<file path="src/rtl/mux_scan_pkg.sv">
// Shared definitions for the selector bit scanner.
//   - scan_state_t : scanner FSM states
//   - NBITS / SEL_W / CNT_W : word width, select width, settle counter width
//   - first_index / last_index : scan order endpoints for a given direction
package mux_scan_pkg;

  localparam int NBITS = 8;
  localparam int SEL_W = 3;
  localparam int CNT_W = 4;

  typedef enum logic [1:0] {
    IDLE        = 2'd0,
    SETTLE_WAIT = 2'd1,
    SAMPLE      = 2'd2,
    COMMIT      = 2'd3
  } scan_state_t;

  // Index the scan starts from (also the parking value of sel while idle).
  function automatic logic [SEL_W-1:0] first_index(input bit msb_first);
    return msb_first ? SEL_W'(NBITS - 1) : '0;
  endfunction

  // Index whose sample ends the scan.
  function automatic logic [SEL_W-1:0] last_index(input bit msb_first);
    return msb_first ? '0 : SEL_W'(NBITS - 1);
  endfunction

endpackage

</file>
<file path="src/rtl/mux_scan_timer.sv">
// Loadable down-counter used to time the selector settle interval.
// Ports:
//   clk, reset  : clock, synchronous active-high reset
//   load        : load count with load_value (has priority over en)
//   en          : decrement by one per cycle; holds at zero
//   load_value  : value loaded on load
//   count       : current count
//   zero        : count == 0
module mux_scan_timer
  import mux_scan_pkg::*;
(
  input  logic             clk,
  input  logic             reset,
  input  logic             load,
  input  logic             en,
  input  logic [CNT_W-1:0] load_value,
  output logic [CNT_W-1:0] count,
  output logic             zero
);

  logic [CNT_W-1:0] count_reg;

  always_ff @(posedge clk) begin
    if (reset) begin
      count_reg <= '0;
    end else if (load) begin
      count_reg <= load_value;
    end else if (en && (count_reg != '0)) begin
      count_reg <= count_reg - CNT_W'(1);
    end
  end

  assign count = count_reg;
  assign zero  = (count_reg == '0);

endmodule

</file>
<file path="src/rtl/mux_bit_scanner.sv">
// Sequencer that walks an 8-to-1 selector through all of its inputs and
// assembles the selected bits into a parallel word.
// Parameters:
//   SETTLE    : idle cycles after each select change before Q is sampled (0..15)
//   MSB_FIRST : 0 scans index 0..7, 1 scans 7..0 (bit mapping is unchanged)
// Ports:
//   clk, reset : clock, synchronous active-high reset
//   start      : request a scan (taken only in IDLE)
//   abort      : cancel a scan in progress
//   q_in       : selector Q output
//   sel        : selector SEL2..SEL0
//   ce_n       : selector enable, active low
//   busy       : scan in progress
//   done       : one-cycle pulse, data_out carries a fresh result
//   data_out   : last completed scan result
module mux_bit_scanner
  import mux_scan_pkg::*;
#(
  parameter int unsigned SETTLE    = 1,
  parameter bit          MSB_FIRST = 1'b0
) (
  input  logic             clk,
  input  logic             reset,
  input  logic             start,
  input  logic             abort,
  input  logic             q_in,
  output logic [SEL_W-1:0] sel,
  output logic             ce_n,
  output logic             busy,
  output logic             done,
  output logic [NBITS-1:0] data_out
);

  localparam logic [SEL_W-1:0] FIRST_IDX  = first_index(MSB_FIRST);
  localparam logic [SEL_W-1:0] LAST_IDX   = last_index(MSB_FIRST);
  localparam logic [CNT_W-1:0] SETTLE_CNT = CNT_W'(SETTLE);
  // With no settle time every bit is a single SAMPLE cycle.
  localparam bit               NO_SETTLE  = (SETTLE == 0);

  scan_state_t      state_reg, state_next;
  logic [SEL_W-1:0] sel_reg, sel_next;
  logic [NBITS-1:0] shadow_reg, shadow_next;
  logic [NBITS-1:0] data_reg;

  logic             tmr_load;
  logic             tmr_en;
  logic [CNT_W-1:0] tmr_count;
  logic             tmr_zero;
  logic             settle_last;
  logic             commit_ok;

  mux_scan_timer u_timer (
    .clk        (clk),
    .reset      (reset),
    .load       (tmr_load),
    .en         (tmr_en),
    .load_value (SETTLE_CNT),
    .count      (tmr_count),
    .zero       (tmr_zero)
  );

  // The wait ends on the cycle whose decrement brings the count to zero,
  // so a count loaded with SETTLE yields exactly SETTLE wait cycles.
  assign settle_last = tmr_zero || (tmr_count == CNT_W'(1));

  // An abort landing in the COMMIT cycle must suppress the update, so the
  // commit qualifier looks at abort directly.
  assign commit_ok = (state_reg == COMMIT) && !abort;

  always_comb begin
    state_next  = state_reg;
    sel_next    = sel_reg;
    shadow_next = shadow_reg;
    tmr_load    = 1'b0;
    tmr_en      = 1'b0;
    busy        = 1'b0;
    ce_n        = 1'b1;
    done        = 1'b0;

    unique case (state_reg)
      IDLE: begin
        // start is ignored when abort arrives in the same cycle
        if (start && !abort) begin
          sel_next   = FIRST_IDX;
          tmr_load   = 1'b1;
          state_next = NO_SETTLE ? SAMPLE : SETTLE_WAIT;
        end
      end
      SETTLE_WAIT: begin
        busy   = 1'b1;
        ce_n   = 1'b0;
        tmr_en = 1'b1;
        if (settle_last) begin
          state_next = SAMPLE;
        end
      end
      SAMPLE: begin
        busy                 = 1'b1;
        ce_n                 = 1'b0;
        shadow_next[sel_reg] = q_in;
        if (sel_reg == LAST_IDX) begin
          state_next = COMMIT;
        end else begin
          sel_next   = MSB_FIRST ? (sel_reg - SEL_W'(1)) : (sel_reg + SEL_W'(1));
          tmr_load   = 1'b1;
          state_next = NO_SETTLE ? SAMPLE : SETTLE_WAIT;
        end
      end
      COMMIT: begin
        done       = commit_ok;
        sel_next   = FIRST_IDX;
        state_next = IDLE;
      end
      default: begin
        state_next = IDLE;
      end
    endcase

    // abort overrides every transition out of a non-idle state
    if (abort && (state_reg != IDLE)) begin
      state_next  = IDLE;
      sel_next    = FIRST_IDX;
      shadow_next = '0;
      tmr_load    = 1'b0;
      tmr_en      = 1'b0;
    end
  end

  always_ff @(posedge clk) begin
    if (reset) begin
      state_reg  <= IDLE;
      sel_reg    <= FIRST_IDX;
      shadow_reg <= '0;
      data_reg   <= '0;
    end else begin
      state_reg  <= state_next;
      sel_reg    <= sel_next;
      shadow_reg <= shadow_next;
      if (commit_ok) begin
        data_reg <= shadow_reg;
      end
    end
  end

  assign sel = sel_reg;

  // The result is visible in the same cycle as the done pulse; the held
  // register picks it up at the end of that cycle.
  assign data_out = commit_ok ? shadow_reg : data_reg;

endmodule
</file>
<file path="config.mk">
export PLATFORM = sky130hd
export DESIGN_NAME = mux_bit_scanner
export DESIGN_NICKNAME = d
export VERILOG_FILES = /design/src/rtl/mux_scan_pkg.sv /design/src/rtl/mux_scan_timer.sv /design/src/rtl/mux_bit_scanner.sv
export SDC_FILE = /design/constraint.sdc
export NUM_CORES = 1
export LEC_CHECK = 0
export BUFFER_PORTS_ARGS = -buffer_cell sky130_fd_sc_hd__buf_2
export CORE_MARGIN = 1
export CORE_UTILIZATION = 45
export DETAILED_ROUTE_END_ITERATION = 10
export PLACE_DENSITY_LB_ADDON = 0.1
export SETUP_SLACK_MARGIN = 0.3
export SYNTH_ARGS = -nofsm -noshare
export SYNTH_HDL_FRONTEND = slang
export SYNTH_SLANG_ARGS = --single-unit
</file>
<file path="constraint.sdc">
create_clock -name clk -period 1.4 [get_ports clk]
set_input_delay 0.07 -clock clk [delete_from_list [all_inputs] [get_ports clk]]
set_output_delay 0.07 -clock clk [all_outputs]
set_load 0.02 [all_outputs]
</file>
==> key figures <==
Worst setup path
  • Startpoint Class: flop
  • Setup CP Type: flop to output pin
  • Required time worst endpoint: 1330 ps
  • R2r worst-path depth: 9
  • Worst reg2reg setup slack: -170 ps
  • WP data arrival: 1560 ps
  • Worst Setup End Kind: output pin
  • Critical path fanouts, max: 5
  • Reg-to-reg endpoint: sel[0]
  • FF-to-FF Start: state_reg[0]

Drt
  • 1st-iter DRT viols: 12
  • Remaining DRCs: 0
  • Vias per cell: 5.19
  • Max Used Layer: met4
  • Final Routed Wirelength: 3150 µm
  • Met2 wire length: 1740 µm
  • Vias: 1074
  • Final ANT Viol Nets: 0
  • Router iterations before antenna repair: 4
  • Wire per inst: 15.2 µm
  • Met1 wire length: 1270 µm
  • Met3 WL post-DR: 85 µm

Logic synthesis
  • Post-synth top area share: 37.9%
  • Warnings from Yosys: 0
  • Number of flops mapped to enable cells by yosys: 0
  • Post-synthesis net count: 145
  • Yosys top cell by area: dfxtp_1
  • Netlist cell types: 36
  • Async set or reset register ratio after synthesis: 0%
  • Mapped cell area: 0.00132 mm²
  • Top area cells in the synthesized netlist: dfxtp_1 38%, mux2_4 9.1%, ha_1 7.6%, mux2i_1 6.8%, nor2b_1 4.7%
  • Synth Instances: 132
  • Yosys reg bits: 25
  • Top FF cell, synth: dfxtp_1
  • Syn avg cell area: 10.0 µm²
  • Most numerous cell in the Yosys netlist: dfxtp_1
  • Commonest cells in the netlist: 25 x dfxtp_1, 14 x nor2_1, 11 x nand2_1
  • Sequential cell area fraction in the yosys report: 37.9%

STA
  • Max-slew violation count: 0
  • Final Hold Viols: 0
  • Final period util: 116%
  • Layout Skew: 2.59 ps
  • Final Setup Violations: 28
  • TNS Setup: -3290 ps
  • Final WS setup: -227 ps
  • Minimum clock period: 1630 ps
  • RSZ-0062 raised after global routing: true
  • Relative slew slack: 68.7%
  • Tightest Pin Transition: 469 ps
  • Fmax: 0.615 GHz

Floorplan
  • Die height: 56.2 µm
  • Starting density of the core: 47.9%
  • Row cnt: 19
  • Die area: 0.00315 mm²
  • Num ports: 19
  • Die X: 56.2 µm
  • Core area: 0.00276 mm²

Clock network
  • H-Tree Depth: 1
  • CTS root buf: clkbuf_4
  • Hold Buf Count CTS: 0
  • TritonCTS clock tree: built
  • Maximum root-to-sink buffer count: 2
  • Clock Sinks: 25
  • CTS buffer count: 3
  • Clk Latency, worst-skew pair: 330 ps
  • Clock transition at the registers of the reported paths: 150 ps

Run status
  • Outcome: finished with violations
  • Failing checks: setup timing

Finish
  • Share of layout cells above drive strength 1: 64.2%
  • N_diodes: 0
  • Filler instances: 167
  • Area Overhead vs Synth: 66.2%
  • Fin cells: 207
  • Nets: 190
  • Fin util: 79.5%

Global routing
  • All-Layer GR Usage: 21.0%
  • Initial antenna violation count: 0
  • Vias in the first global route: 1046
  • Largest net degree at the start of global routing: 16
  • Gr ovfl total: 0
  • First-pass GRT wire length: 5020 µm

Placed design
  • Dpl cells: 180
  • PortBufs: 18
  • Detail Placement HPWL: 1870 µm
  • Gpl congestion: 0.743

Hold path
  • Hold Path Cell Cnt: 3
  • Hold Path Origin: q_in
  • Hold Crit Endpoint: shadow_reg[3]
  • Worst hold path type: input pin to flop

Power
  • Worst vdd ir: 1510 µV
  • Static leakage: 0.897 nW
  • Power per Cell Area: 1280 mW/mm²

Flow run
  • Maxcap violations: 0
==> cells by family after synthesis <==
group | count (synthesis) | synth area share (%)
buf+inv | 13 | 4.93
mux | 18 | 16.8
simple gates | 55 | 24.2
fa+ha+maj | 8 | 7.58
flops | 25 | 37.9
compound gates | 11 | 7.30
xor+xnor | 2 | 1.33
==> routing by layer <==
metal / GRT usage [%] / vias to the layer above
met5: 0 / -
met4: 9.41 / 0
met3: 5.35 / 6
met2: 36.4 / 17
met1: 24.1 / 513
li1: - / 538
==> what timing repair did <==
item                                   in CTS  in global routing
pin swaps                                   7                 12
resized for setup                          52                 26
cloned                                      1                  1
setup buffers                              11                 10
setup endpoints to repair                  38                 37
endpoints found under the hold margin       0                  0
==> layout by cell type, fill, tap and decap left out, types with 2 or more instances in the layout <==
cell,Yosys,final
a21oi_4,0,2
nor2b_1,10,3
dfxtp_1,25,18
nor2_4,0,2
mux2i_1,9,9
nor3_4,0,2
inv_4,0,4
inv_6,0,2
buf_12,0,3
clkbuf_4,0,3
nand2b_4,1,5
nor2_1,14,12
inv_2,1,2
ha_4,0,8
nand4b_1,2,2
nor2b_4,0,6
nand4_1,2,2
buf_2,1,6
o22ai_1,2,2
dfxtp_4,0,6
buf_6,2,21
nand2_1,11,10
buf_4,0,13
mux2_4,8,9
==> through the flow <==
step                total power, mW  hold slack, ps  setup WS [ps]  cell area, µm²
global route                   2.97            81.8           -280            2190
CTS                            2.49            62.9           -226            1950
finish                         2.81            89.8           -227            2190
global placement               1.71             427          -14.7            1610
floorplan                      1.55             253           5.69            1460
detailed placement             1.74             423          -62.7            1610
==> power breakdown <==
part / switching [mW] / internal, mW
Combinational: 0.763 / 0.870
Clock: 0.239 / 0.112
Sequential: 0.0554 / 0.769
Total: 1.06 / 1.75
==> layout make-up <==
cell class,instances,area [µm²],share of cell area [%]
multi-input combinational,94,1070,48.6
sequential,25,524,23.9
timing repair buffer,46,492,22.4
inverter,7,43.8,2.00
tap,31,38.8,1.77
clock buffer,3,22.5,1.03
clock inverter,1,6.26,0.285
==> worst max-delay path: stages, from the launching register on <==
cell and delay (ps):
dfxtp_4 380, ha_4 160, nand2b_4 110, buf_12 130, mux2_4 310, buf_6 130
==> worst max-delay path by stage <==
stage               cells past startpoint              from               end  slack [ps]
floorplan                               6  u_timer.count[1]  u_timer.count[1]           6
global placement                        6  u_timer.count[1]  u_timer.count[1]         -10
detailed placement                      6  u_timer.count[1]  u_timer.count[1]         -60
CTS                                     5      state_reg[0]       data_out[4]        -230
global route                            5      state_reg[0]       data_out[4]        -280
finish                                  5      state_reg[0]       data_out[4]        -230
(Power assumes the default switching activity.)
